File: config.mk
export PLATFORM = sky130hd
export DESIGN_NAME = vending_machine_change
export DESIGN_NICKNAME = d
export VERILOG_FILES = /design/src/rtl/vending_machine_change.sv
export SDC_FILE = /design/constraint.sdc
export NUM_CORES = 1
export LEC_CHECK = 0
export CELL_PAD_IN_SITES_DETAIL_PLACEMENT = 0
export CELL_PAD_IN_SITES_GLOBAL_PLACEMENT = 1
export CORE_MARGIN = 4
export CORE_UTILIZATION = 40
export DETAILED_ROUTE_END_ITERATION = 8
export PLACE_DENSITY = 0.9
export SLEW_MARGIN = 10
export SYNTH_ARGS = -nofsm -noshare
export SYNTH_HDL_FRONTEND = slang
export SYNTH_SLANG_ARGS = --single-unit
File: constraint.sdc
create_clock -name clk -period 4.1 [get_ports clk]
set_clock_uncertainty 0.1 [all_clocks]
set_input_delay 1.025 -clock clk [delete_from_list [all_inputs] [get_ports clk]]
set_output_delay 1.025 -clock clk [all_outputs]
set_load 0.05 [all_outputs]
File: src/rtl/vending_machine_change.sv
// Parametrised vending controller: collects nickel/dime/quarter credit toward PRICE,
// dispenses once per purchase and pays back any overpay or refund as single-nickel pulses.
module vending_machine_change #(
    parameter int PRICE    = 15,
    parameter int CREDIT_W = 6
) (
    input  logic                clk,
    input  logic                reset,
    input  logic                nickel,
    input  logic                dime,
    input  logic                quarter,
    input  logic                cancel,
    output logic                dispense,
    output logic                change_nickel,
    output logic                coin_reject,
    output logic                busy,
    output logic [CREDIT_W-1:0] credit
);

    typedef enum logic [1:0] {
        IDLE    = 2'd0,
        COLLECT = 2'd1,
        VEND    = 2'd2,
        CHANGE  = 2'd3
    } state_t;

    localparam logic [CREDIT_W-1:0] PRICE_C   = CREDIT_W'(PRICE);
    localparam logic [CREDIT_W-1:0] NICKEL_C  = CREDIT_W'(5);
    localparam logic [CREDIT_W-1:0] DIME_C    = CREDIT_W'(10);
    localparam logic [CREDIT_W-1:0] QUARTER_C = CREDIT_W'(25);

    state_t              state_q, state_d;
    logic [CREDIT_W-1:0] credit_q, credit_d;
    logic                coin_reject_q, coin_reject_d;

    logic [1:0]          coin_count;
    logic                any_coin;
    logic [CREDIT_W-1:0] coin_value;
    logic [CREDIT_W-1:0] credit_sum;

    assign coin_count = {1'b0, nickel} + {1'b0, dime} + {1'b0, quarter};
    assign any_coin   = nickel | dime | quarter;
    assign credit_sum = credit_q + coin_value;

    always_comb begin
        coin_value = '0;
        if (nickel) begin
            coin_value = NICKEL_C;
        end else if (dime) begin
            coin_value = DIME_C;
        end else if (quarter) begin
            coin_value = QUARTER_C;
        end
    end

    always_ff @(posedge clk) begin
        if (reset) begin
            state_q       <= IDLE;
            credit_q      <= '0;
            coin_reject_q <= 1'b0;
        end else begin
            state_q       <= state_d;
            credit_q      <= credit_d;
            coin_reject_q <= coin_reject_d;
        end
    end

    always_comb begin
        state_d       = state_q;
        credit_d      = credit_q;
        coin_reject_d = 1'b0;
        case (state_q)
            IDLE, COLLECT: begin
                // Cancel beats a simultaneous coin: the coin bounces, only prior credit is refunded.
                if (cancel && (state_q == COLLECT)) begin
                    state_d       = CHANGE;
                    coin_reject_d = any_coin;
                end else if (coin_count > 2'd1) begin
                    coin_reject_d = 1'b1;
                end else if (any_coin) begin
                    credit_d = credit_sum;
                    state_d  = (credit_sum >= PRICE_C) ? VEND : COLLECT;
                end
            end
            VEND: begin
                coin_reject_d = any_coin;
                credit_d      = credit_q - PRICE_C;
                state_d       = (credit_q > PRICE_C) ? CHANGE : IDLE;
            end
            CHANGE: begin
                coin_reject_d = any_coin;
                credit_d      = credit_q - NICKEL_C;
                if (credit_q <= NICKEL_C) begin
                    credit_d = '0;
                    state_d  = IDLE;
                end
            end
            default: begin
                state_d  = IDLE;
                credit_d = '0;
            end
        endcase
    end

    assign dispense      = (state_q == VEND);
    assign change_nickel = (state_q == CHANGE);
    assign busy          = (state_q == VEND) || (state_q == CHANGE);
    assign coin_reject   = coin_reject_q;
    assign credit        = credit_q;

endmodule

Yosys cells after proc, flatten, opt, wreduce, memory -nomap -nowiden
Index checks and enable logic that the tools add are counted.
- muxes and demuxes: 18
- equal/unequal tests: 9
- reduce and logical (&&, ||, !) cells: 7
- bitwise gates (word level): 2
- $lt $le $gt $ge: 4
- add/sub/neg operators: 5
- operator list (cell ; count):
    $mux W6 ; 4
    $pmux W6 S3 ; 1
    $mux W5 ; 3
    $mux W2 ; 6
    $add A6 B6 Y6 ; 1
    $ge A6 B4 Y1 const B ; 1
    $gt A6 B4 Y1 const B ; 1
    $le A6 B3 Y1 const B ; 1
    $ne A2 B2 Y1 const B ; 3
    $ne A3 B3 Y1 const B ; 2
    $pmux W2 S3 ; 1
    $reduce_and A3 Y1 ; 2
    $sub A6 B3 Y6 const B ; 1
    $sub A6 B4 Y6 const B ; 1
    $eq A2 B2 Y1 const B ; 2
    $reduce_or A2 Y1 ; 2
    $add A1 B1 Y2 ; 1
    $add A2 B1 Y2 ; 1
    $eq A2 B1 Y1 const B ; 1
    $gt A2 B1 Y1 const B ; 1
    $logic_not A2 Y1 ; 1
    $mux W1 ; 2
    $ne A2 B1 Y1 const B ; 1
    $or A1 B1 Y1 ; 2
    3 further kinds ; 3
- bits of input ports: 6
- output and inout port bits: 10
- register bits: 9

Longest topological paths before layout
Gate-level depths: netlist (run 1).
- depth in word-level cells: 10
- gate-level depth with buffers: 10

Worst setup path before layout (run 1)
No wires, ideal clock.
- kind: input-to-reg
- start point: in dime
- end point: reg state_q[1]
- slack: 1.212 ns
- setup time: 0.120 ns
- stages on the path: 10
- arrival: 2.668 ns
- path through: nand2b_1 > nand2b_1 > ha_1 > inv_1 > fa_1 > nand2b_1 > a21oi_1 > xor2_1 > a211o_1 > o31a_1
- word-level cells in the longest chain between the ends: 9
- elaborated cells between the ends (all ways): 17
- those cells by class: 3 x add/sub; 2 x order compare; 2 x eq/ne; 7 x mux; 2 x bitwise; 1 x reduce/logical
- ends and longest elaborated chain (element ; RTL line ; text):
    from (decl) ; 10 ; input logic dime,
    $mux W5 ; 49 ; end else if (dime) begin
    $mux W5 ; 47 ; if (nickel) begin
    $add A6 B6 Y6 ; 43 ; assign credit_sum = credit_q + coin_value;
    $ge A6 B4 Y1 ; 82 ; state_d = (credit_sum >= PRICE_C) ? VEND : COLLECT;
    $mux W2 ; 82 ;
    $mux W2 ; 80 ; end else if (any_coin) begin
    $mux W2 ; 78 ; end else if (coin_count > 2'd1) begin
    $mux W2 ; 75 ; if (cancel && (state_q == COLLECT)) begin
    $pmux W2 S3 ; 72 ; case (state_q)
    to (signal assigned) ; 62 ; state_q <= state_d;
    to (decl) ; 32 ; state_t state_q, state_d;
Parallel ways exist; a longest one is shown, timed or not. The select of a mux whose other input is x is not followed.
A chain may end at the register's enable or synchronous reset.

Final worst setup path (run 1)
- start point: in nickel
- end point: reg state_q[1]
- word-level cells in the longest chain between the ends: 8
- elaborated cells between the ends (all ways): 16
- those cells by class: 3 x add/sub; 2 x order compare; 2 x eq/ne; 6 x mux; 2 x bitwise; 1 x reduce/logical
- ends and longest elaborated chain (element ; RTL line ; text):
    from (decl) ; 9 ; input logic nickel,
    $mux W5 ; 47 ;
    $add A6 B6 Y6 ; 43 ;
    $ge A6 B4 Y1 ; 82 ;
    $mux W2 ; 82 ;
    $mux W2 ; 80 ;
    $mux W2 ; 78 ;
    $mux W2 ; 75 ;
    $pmux W2 S3 ; 72 ;
Parallel ways exist; a longest one is shown, timed or not. The select of a mux whose other input is x is not followed.

==> impl_metrics.csv, run 1 <==
group,metric,value,unit
cts,cts_resized,0,
cts,tritoncts,"built",
global_routing,grt_pass1_vias,976,
global_routing,overflow,0,
placed_design,numPortBuffers,15,
cts,cts.sinks,9,
cts,cts_buffers,3,
setup_path,cp-start-kind,"input port",
pwr,p_total,1.07,mW
timing,finalHoldViolCount,0,
setup_path,crit_chain,"clkdlybuf4s50_1 -> nand2b_1 -> inv_1 -> ha_1 -> a211oi_1 -> or4b_1 -> o2111ai_1 -> a211o_1 -> o31a_1",
yosys,ys_seq_elements,9,
floorplanning,chipHeight,58.3,um
placed_design,gp_congestion,0.854,
route,drc,0,
yosys,avgSynthCellArea,7.55,um^2
cells_and_area,nNetsFinal,164,
setup_path,worst_path_largest_cell_delay,0.62,ns
cells_and_area,insertedDiodeCount,0,
yosys,synth-compound-area-share,0.323,
yosys,synthAdderAreaFrac,0.131,
setup_path,cp_max_fo,8,
timing,fin_crit_sh,0.825,
floorplanning,ios,16,
pwr,combPwrFrac,0.701,
timing,fin_ws,0.719,ns
yosys,synth.most_common_cell,"nor2_1",
cts,root_buffer,"clkbuf_4",
flow_run,cap_viol_max_count,0,
yosys,syn_area,1010,um^2
timing,post-route-min-period,3.38,ns
pwr,p_clk_frac,0.069,
yosys,synth_cells,134,
cells_and_area,finalInstanceArea,1200,um^2
route,detail_route.vias_per_cell,5.89,
yosys,synth-edff-count,0,
yosys,synth_top_family_by_area,"compound AO/OA/AOI/OAI gates",
floorplanning,die_area,3400,um^2
yosys,syn_nets,150,
cts,cts_max_level,1,
setup_path,worst-setup-path-type,"in2reg",
pwr,power_switching,607,uW
timing,setup_viol,0,
cts,cts_buffer_depth,2,
cells_and_area,drive_gt1_frac,0.0612,
pwr,ir_drop,0.588,mV
pwr,internal-power,466,uW
pwr,p_leak,0.466,nW
yosys,ys_seq_area_frac,0.178,
hold_path,hold_path.class,"reg2reg",
timing,clock.fmax,0.296,GHz
cts,post-cts-setup-buffers,0,
setup_path,crit_required,4.17,ns
route,first_pass_iters,4,
pwr,powerDensity,895,nW/um^2
global_routing,antenna_found_initial,0,
cts,clk_latency,0.27,ns
outcome,status,"complete, no violations",
floorplanning,initial_utilization,0.437,
pwr,seq_power_share,0.230,
yosys,synth_top_cell_by_area,"dfxtp_1",
placed_design,placed_area,1170,um^2
yosys,synthSimpleGateAreaFrac,0.260,
timing,rsz0062_at_grt,"no",
timing,fin_tns_setup,0,ns
route,dr.first_iter.drc_count,45,
placed_design,place_hpwl,2100,um
yosys,synth_xor_area_frac,0.0433,
global_routing,groute.usage.overall,0.171,
yosys,async_flop_share,0,
setup_path,cp_data_arrival_time,3.45,ns
cells_and_area,stdcell_count,175,
cts,clk_pin_slew,0.07,ns
route,vias,1030,
global_routing,grt_max_degree,20,
yosys,ys.flop_type,"dfxtp_1",
route,drtAntennaViolNets,0,
cells_and_area,area_delta_synth_final,18.4,%
timing,final_max_slew_viol_count,0,
yosys,synthMuxAreaShare,0,
yosys,yosysWarnings,0,
cts,hold_buffers,0,
yosys,synth_common_cells,"nor2_1 (14), a21oi_1 (13), inv_1 (11), dfxtp_1 (9), ha_1 (9)",
timing,max_slew_margin,0.565,
pwr,switching_share,0.566,
global_routing,grt_pass1_wl,4530,um
placed_design,pre_cts_ws,0.415,ns
yosys,synth_cell_types,48,
route,totalWireLength,2740,um
setup_path,cp-end-kind,"register",
floorplanning,num_rows,17,
timing,tightest_slew,0.651,ns
cells_and_area,nFillCells,239,
yosys,synthTopCellsByArea,"dfxtp_1 (18%), ha_1 (11%), a21oi_1 (6.4%), nor2_1 (5.2%), inv_1 (4.1%)",
floorplanning,die_w,58.3,um
floorplanning,core,2320,um^2
placed_design,dp_cells,171,
yosys,yosysTopAreaCellShare,0.178,
route,wire_per_inst,15.7,um
setup_path,worst_path_max_delay_cell,"clkdlybuf4s50_1",
==> logic make-up after synthesis <==
family	count (synthesis)
XOR/XNOR	5
adder cells (fa/ha/maj)	10
AND/OR/NAND/NOR	48
AO/OA/AOI/OAI	45
flip-flops	9
buffers and inverters	17
==> stage by stage <==
step           hold WS (ns)   util
5_1_grt               0.564  0.517
4_1_cts               0.525  0.517
6_report              0.516  0.517
3_3_place_gp          0.505  0.506
2_1_floorplan         0.537      -
3_5_place_dp          0.511  0.506
==> layout make-up <==
class,instances,area [um^2],area share
clock buffer,4,26.3,0.0219
inverter,11,41.3,0.0344
multi-input combinational,108,766,0.639
sequential,9,180,0.150
tap,28,35.0,0.0292
timing repair buffer,15,150,0.125
==> flip-flops by register name, summed over array words and instances (netlist names) <==
| register | count |
|---|---|
| credit | 6 |
| coin_reject | 1 |
| state_q | 2 |
==> critical path, delay by kind of cell <==
family,cells,cell delay [ns]
adder cells (fa/ha/maj),1,0.27
buffers and inverters,2,0.68
AO/OA/AOI/OAI,4,1.11
AND/OR/NAND/NOR,2,0.37
==> layer usage <==
layer  up-vias  global-route usage  share of wire
met3         4              0.0219          0.038
met2        26               0.290           0.49
li1        518                   -              -
met4         0              0.0695          0.014
met5         -                   0              0
met1       482               0.216           0.46
==> worst paths after layout <==
path                   from          to  slack (ns)  cells after the start
hold / removal    credit[1]   credit[1]        0.52                      2
hold reg to reg   credit[1]   credit[1]        0.52                      2
setup / recovery     nickel  state_q[1]        0.72                      9
setup reg to reg  credit[0]  state_q[1]        1.74                      8
==> power groups by stage <==
stage	clock (mW)	combinational (mW)	sequential (mW)
floorplan	0	0.503	0.284
global placement	0	0.735	0.246
detailed placement	0	0.747	0.246
CTS	0.0765	0.751	0.245
global route	0.0811	0.814	0.258
finish	0.0741	0.752	0.247
==> cell usage in the layout (no fill, tap or decap), types with 3 or more instances in the layout <==
cell type and instances:
o21ai_0 8, dfxtp_1 9, nor2_1 14, clkdlybuf4s50_1 15, nor3b_1 4, nor3_1 3, nand2b_1 5, clkbuf_4 3
a21oi_1 13, or3_1 3, ha_1 9, xnor2_1 3, nand2_1 8, inv_1 11, a211oi_1 3
Note: power is estimated with default switching activity, not from simulation.
==> run 2, diff against run 1 <==
--- a/config.mk
+++ b/config.mk
@@ -7,10 +7,11 @@
 export LEC_CHECK = 0
 export CELL_PAD_IN_SITES_DETAIL_PLACEMENT = 0
 export CELL_PAD_IN_SITES_GLOBAL_PLACEMENT = 1
+export CORE_ASPECT_RATIO = 2
 export CORE_MARGIN = 4
-export CORE_UTILIZATION = 40
+export CORE_UTILIZATION = 35
 export DETAILED_ROUTE_END_ITERATION = 8
-export PLACE_DENSITY = 0.9
+export PLACE_DENSITY = 0.84
 export SLEW_MARGIN = 10
 export SYNTH_ARGS = -nofsm -noshare
 export SYNTH_HDL_FRONTEND = slang
==> constraint.sdc (replaced) <==
create_clock -name clk -period 2.75 [get_ports clk]
set_clock_uncertainty 0.1 [all_clocks]
set_input_delay 0.6875 -clock clk [delete_from_list [all_inputs] [get_ports clk]]
set_output_delay 0.6875 -clock clk [all_outputs]
set_load 0.05 [all_outputs]
==> run 2 against run 1 <==
Cell area grew 21%. Non-clock buffer count grew 25. Sequential cell count is the same. Sequential power grew 5%. Final cell count grew 15%.
==> impl_metrics.csv, run 2 (same netlist as run 1, synthesis figures left out) <==
group,metric,value,unit
timing,setup_viol,0,
cells_and_area,drive_gt1_frac,0.262,
cts,hold_buffers,0,
route,vias,1134,
route,first_pass_iters,4,
route,detail_route.vias_per_cell,5.64,
cts,clk_latency,0.24,ns
route,drc,0,
route,wire_per_inst,15.5,um
outcome,status,"complete, no violations",
placed_design,place_hpwl,2520,um
placed_design,dp_cells,196,
cells_and_area,largest_reg_flops,6,
setup_path,worst_path_largest_cell_delay,0.35,ns
floorplanning,num_rows,27,
cts,cts_max_level,1,
timing,rsz0062_at_grt,"no",
cells_and_area,nFillCells,264,
placed_design,numPortBuffers,15,
timing,fin_crit_sh,0.966,
setup_path,cp-start-kind,"input port",
floorplanning,ios,16,
flow_run,cap_viol_max_count,0,
floorplanning,chipHeight,84.1,um
global_routing,grt_pass1_vias,1202,
floorplanning,core,2770,um^2
pwr,p_leak,0.626,nW
timing,fin_ws,0.0948,ns
timing,finalHoldViolCount,0,
timing,max_slew_margin,0.666,
pwr,ir_drop,0.538,mV
timing,fin_tns_setup,0,ns
cells_and_area,finalInstanceArea,1450,um^2
route,totalWireLength,3120,um
timing,tightest_slew,0.499,ns
placed_design,pre_cts_ws,-0.579,ns
cells_and_area,stdcell_count,201,
cts,clk_pin_slew,0.05,ns
setup_path,worst_path_max_delay_cell,"fa_2",
pwr,p_total,1.92,mW
floorplanning,initial_utilization,0.365,
global_routing,grt_pass1_wl,5130,um
timing,timing.hold.ws,0.482,ns
cts,root_buffer,"clkbuf_8",
cts,cts.sinks,9,
setup_path,cp_data_arrival_time,2.68,ns
setup_path,path_common_cell,"nand2b_4",
cells_and_area,multi_input_area,822,um^2
setup_path,cp.buffers_inverters,2,
timing,post-route-min-period,2.66,ns
cells_and_area,insertedDiodeCount,0,
placed_design,placed_area,1350,um^2
cells_and_area,mostFrequentLayoutCell,"buf_4",
pwr,powerDensity,1320,nW/um^2
cells_and_area,nNetsFinal,189,
setup_path,crit_family,"compound AO/OA/AOI/OAI gates",
setup_path,worst-setup-path-type,"in2reg",
timing,final_max_slew_viol_count,0,
cts,cts_buffer_depth,2,
floorplanning,die_area,3870,um^2
hold_path,hold_path.class,"reg2reg",
setup_path,crit_required,2.77,ns
cells_and_area,layout_common_cells,"buf_4 (27), nor2_1 (14), a21oi_1 (12)",
cells_and_area,fin_util,0.525,
cts,tritoncts,"built",
route,drtAntennaViolNets,0,
global_routing,grt_max_degree,19,
global_routing,antenna_found_initial,0,
setup_path,cp-end-kind,"register",
placed_design,gp_congestion,0.923,
cells_and_area,area_delta_synth_final,43.6,%
cells_and_area,register_area,180,um^2
global_routing,overflow,0,
setup_path,crit_chain,"dlygate4sd2_1 -> nand2b_4 -> nand2b_1 -> ha_2 -> inv_1 -> fa_2 -> nand2b_4 -> a21oi_4 -> xor2_2 -> a211o_1 -> o31a_1",
setup_path,cp_max_fo,4,
global_routing,groute.usage.overall,0.177,
timing,clock.fmax,0.377,GHz
cts,cts_buffers,3,
floorplanning,die_w,46.0,um
route,dr.first_iter.drc_count,36,
## run 2: cell count changes in the layout (fill, tap and decap cells not counted), moves of 2 or more
cell             delta
nand2b_1            -2
nand2b_4            +2
clkbuf_8            +3
buf_4              +27
dlygate4sd2_1       +3
clkbuf_4            -3
clkdlybuf4s50_1     -5
## run 2: where the power goes
| group | internal (mW) | total (mW) | switching [mW] |
|---|---|---|---|
| clock network | 0.102 | 0.160 | 0.0580 |
| logic | 0.642 | 1.51 | 0.864 |
| registers | 0.192 | 0.259 | 0.0672 |
## run 2: layout make-up
| cell class | count | share of cell area |
|---|---|---|
| multi-input combinational | 108 | 0.565 |
| timing repair buffer | 40 | 0.226 |
| tap | 29 | 0.0250 |
| clock buffer | 4 | 0.0310 |
| sequential | 9 | 0.124 |
| inverter | 11 | 0.0284 |
## run 2: worst reg2reg max path: stages, from the launching register on
cell and delay [ns]:
dfxtp_1 0.35, buf_4 0.18, inv_1 0.08, ha_1 0.23, and2b_1 0.27, a21boi_2 0.14, or3_1 0.33, a311o_1 0.31
a21oi_1 0.12
## run 2: what timing repair did
item | 4_1_cts | 5_1_grt
setup endpoints to repair | 6 | 3
pin swaps | 4 | 4
gates resized for setup | 10 | 4
buffers inserted | 1 | 0
## run 2: layer usage
layer,vias to the layer above,part of all wire,global-route usage
met1,528,0.37,0.182
met2,30,0.56,0.313
li1,567,-,-
met5,-,0,0
met4,0,0.032,0.0855
met3,9,0.032,0.0324
## run 2: worst paths after layout
check	from	end	slack (ns)	cells past startpoint
max	dime	state_q[1]	0.09	11
min	credit[2]	credit[2]	0.48	2
min reg2reg	credit[2]	credit[2]	0.48	2
max reg2reg	credit[0]	credit[1]	0.57	8
==> edit 1: new RTL, config.mk and constraints of run 2 <==
Change the parameter `CREDIT_W` from 6 to 12.
--- a/src/rtl/vending_machine_change.sv
+++ b/src/rtl/vending_machine_change.sv
@@ -2,7 +2,7 @@
 // dispenses once per purchase and pays back any overpay or refund as single-nickel pulses.
 module vending_machine_change #(
     parameter int PRICE    = 15,
-    parameter int CREDIT_W = 6
+    parameter int CREDIT_W = 12
 ) (
     input  logic                clk,
     input  logic                reset,
Interface: changed (resized credit); port bits go from 16 to 22. No check against the original RTL was run, so the function may have changed too.
==> edit 1 against run 2 <==
Synthesized cell count increased by 72%; sequential power increased by 76%; sequential cell count increased by 6; area after synthesis increased by 72%; wire length increased by 110%; design area increased by 67%; clock power increased by 19%; worst setup slack got worse by 12 ps; die area increased by 62%; power increased by 56%; combinational power increased by 56%.
==> edit 1: results (changes against run 2) <==
Setup path
  – Critical path startpoint: credit[6]$_SDFFE_PP0P_
  – Largest driver fanout on the critical path: 13 (+9)
  – Startpoint of the lowest-slack register-to-register path: credit[6]$_SDFFE_PP0P_

Placement
  – # port buffers: 21 (+6)
  – Weighted congestion reported at the end of routability-driven placement: 0.954 (+3.3%)
  – Minimum setup slack after placement: -656 ps (-77.6 ps)

GRT
  – Wire length of the first global-routing pass: 10.1 mm (+98%)
  – Global router's overall resource usage: 21.4% (+3.7 points)
  – Met1 global-route usage: 19.6% (+1.4 points)

Worst hold path
  – Endpoint of the worst hold-timing path: credit[7]$_SDFFE_PP0P_

Yosys
  – Average size of a mapped cell: 7.56 µm² (about the same)
  – Multiplexer share of the synthesized area: 2.87% (+2.9 points)
  – XOR/XNOR Fraction of Synth Area: 6.02% (+1.7 points)
  – Cells taking the most area after synthesis: dfxtp_1, ha_1, a21oi_1, nor2_1, xnor2_1
  – Compound-cell area share of the yosys netlist: 31.0% (-1.2 points)
  – Sequential fraction of the synthesis area: 17.2% (-0.60 points)

Final layout
  – Max reg flops: 12 (+6)
  – Total Nets Final: 304 (+61%)

Power
  – Leak pwr: 0.000994 µW (+59%)

CTS
  – Later-pin clock latency in the skew report: 260 ps (+20 ps)

Timing
  – Max transition margin: 52.8% (-14 points)
  – Minimum hold slack: 564 ps (+82.1 ps)

Routing
  – Final Routed Wirelength: 6.44 mm (+110%)
  – Average routed wire per standard cell: 18.7 µm (+21%)

Status
  – Outcome: complete, no violations
## edit 1: cell types whose count changed after synthesis, moves of 4 or more
cell,run 2,this run
a21oi_1,13,21
a211oi_1,3,9
nor2_1,14,27
dfxtp_1,9,15
nor3b_1,4,0
nand2_1,8,19
nor3_1,3,10
mux2i_1,0,5
nand3_1,1,6
xnor2_1,3,9
clkbuf_8,0,4
## edit 1: cells by family after synthesis
logic type	count (synthesis)
compound gates	75
xor+xnor	12
fa+ha+maj	10
buf+inv	23
flops	15
mux	5
simple gates	91
## edit 1: layer usage
metal | vias to the layer above | routed length [µm] | share of wire [%]
li1 | 976 | - | -
met1 | 979 | 2320 | 36
met2 | 66 | 3630 | 56
met3 | 28 | 185 | 2.9
met4 | 0 | 308 | 4.8
met5 | - | 0 | 0
## edit 1: layout make-up
cell class	count	area, µm²
Multi-Input combinational cell	193	1420
Inverter	10	37.5
Fill cell	479	2430
Sequential cell	15	300
Tap cell	57	71.3
Timing Repair Buffer	65	554
Clock buffer	4	45.0
==> edit 2: new RTL, flow settings as in run 2 <==
Made on the original files. Put one more register stage on the output `credit`, cleared by the reset. The value now appears one clock later. The other outputs are not delayed to match.
--- a/src/rtl/vending_machine_change.sv
+++ b/src/rtl/vending_machine_change.sv
@@ -106,7 +106,13 @@
     assign change_nickel = (state_q == CHANGE);
     assign busy          = (state_q == VEND) || (state_q == CHANGE);
     assign coin_reject   = coin_reject_q;
-    assign credit        = credit_q;
+    always_ff @(posedge clk) begin
+        if (reset) begin
+            credit <= '0;
+        end else begin
+            credit <= credit_q;
+        end
+    end
 
 endmodule
 
Behaviour: not the same (a bounded check fails within 4 cycles, from zero or initial values and one cycle with reset high).
==> edit 2 against run 2 <==
Power is 2.3% lower; wire length rose by 20%; sequential share of layout area is 6.1 points higher; count of clock-buffer cells in the layout stayed put; synthesized cell count rose by 17%; area after synthesis is 19% higher; design area rose by 12%; worst setup slack worse by 23 ps; sequential cell count increased by 6; critical endpoint is now state_q[0]$_SDFFE_PP0P_.
==> edit 2: results (changes against run 2) <==
Yosys
  – Top post-synthesis cells by count: nor2_1, dfxtp_1, a21oi_1
  – Mapped Nets: 173 (+15%)
  – Cells taking the most area after synthesis: dfxtp_1, ha_1, nor2_1, a21oi_1, nand2b_1
  – Sequential fraction of the synthesis area: 24.8% (+7.0 points)
  – Netlist cell types: 43 (-10%)

Power
  – Worst IR Drop VDD: 0.000398 V (-26%)
  – Leak pwr: 0.000637 µW (+1.8%)

Setup path
  – Worst R2R Setup Slack: 250 ps (-320 ps)
  – Largest driver fanout on the critical path: 3 (-1)
  – Arrival time at the worst endpoint: 2780 ps (+100 ps)

CTS
  – Later-pin clock latency in the skew report: 260 ps (+20 ps)
  – Clk pin slew, worst setup/hold paths: 70 ps (+20 ps)

GRT
  – Global router's overall resource usage: 17.3% (-0.40 points)
  – Wire length of the first global-routing pass: 6.07 mm (+18%)
  – Number of antenna violations at the first check in global routing: 0 (unchanged)

Final layout
  – Total Nets Final: 200 (+5.8%)
  – Ratio of cells with drive above 1 in the final layout: 20.8% (-5.4 points)
  – Filler Cells Inserted: 332 (+26%)
  – Total inserted antenna cells: 0 (unchanged)

Routing
  – Final Routed Wirelength: 3.75 mm (+20%)
  – Vias: 1316 (+16%)

Placement
  – Weighted congestion reported at the end of routability-driven placement: 0.989 (+7.1%)
  – Final HPWL DP: 2.86 mm (+14%)
  – Instance area at placement: 0.00149 mm² (+10%)

Status
  – Outcome: complete, no violations

Timing
  – Transition time of the tightest slew-check pin: 585 ps (+85.9 ps)
[edit 2: cell types whose count changed after synthesis, moves of 3 or more]
cell      change
nor2b_1       +5
o21ai_0       -5
nor3_1        +4
dfxtp_1       +6
clkbuf_1      +6
inv_1         -5
nor2_1        +6
nand3_1       +6
o211ai_1      +3
[edit 2: final cells by class]
| cell class | count | area, µm² | share of cell area [%] |
|---|---|---|---|
| repair buffers | 33 | 302 | 18.6 |
| inverters | 7 | 26.3 | 1.62 |
| multi-input cells | 124 | 908 | 56.0 |
| well taps | 32 | 40.0 | 2.47 |
| flip-flops and latches | 15 | 300 | 18.5 |
| clock buffers | 4 | 45.0 | 2.78 |
[edit 2: critical path: stages]
cell           delay [ps]
dlygate4sd2_1         250
nand2b_4              150
nand2b_4               70
ha_2                  170
inv_1                  50
fa_2                  350
nand2b_4              160
a21oi_4               140
xor2_2                 90
or4_4                 540
a21oi_2               130
[edit 2: timing repair]
action | in CTS | in global routing
setup buffers | 1 | 0
endpoints found under the setup margin | 4 | 3
pin swaps | 6 | 3
hold endpoints to repair | 0 | 0
gates resized for setup | 10 | 7
[edit 2: worst paths after layout]
path / depth (start not counted) / to / start
max: 11 / state_q[0]$_SDFFE_PP0P_ / dime
min: 2 / credit[0]$_SDFF_PP0_ / credit_q[0]$_SDFFE_PP0P_
max reg2reg: 7 / state_q[1]$_SDFFE_PP0P_ / credit_q[1]$_SDFFE_PP0P_
min reg2reg: 2 / credit[0]$_SDFF_PP0_ / credit_q[0]$_SDFFE_PP0P_
[edit 2: routing by layer]
layer,vias to the layer above,global-route usage [%],wire length (µm)
met5,-,0,0
met4,0,11.3,220
met3,19,1.81,154
met2,50,33.0,2090
met1,627,16.4,1290
li1,620,-,-
[edit 2: metrics by stage]
| step | hold slack [ps] | worst slack [ps] | cells | util [%] | power (µW) |
|---|---|---|---|---|---|
| floorplan | 531 | 89.4 | 157 | - | 1180 |
| global placement | 454 | -408 | 210 | 44.0 | 1520 |
| detailed placement | 450 | -530 | 210 | 44.0 | 1570 |
| CTS | 461 | 78.2 | 215 | 46.6 | 1790 |
| global route | 497 | -13.5 | 215 | 48.0 | 2000 |
| finish | 456 | 72.3 | 215 | 48.0 | 1880 |
[edit 2: where the power goes]
group          total [µW]  internal, µW  leakage [µW]  switching (µW)
Combinational        1270           567      0.000490             705
Sequential            415           291      0.000123             124
Clock                 193           103     0.0000228            90.0
Total                1880           961      0.000637             919
[edit 2: cells by family after synthesis]
group	Yosys count	share of synthesized area, %
DFF	15	24.8
muxes	2	1.66
and+or+nand+nor	66	28.4
AOI/OAI and AO/OA	42	24.2
adders and majority gates	10	11.0
buffers and inverters	18	7.04
xor gates and xnor gates	4	2.90
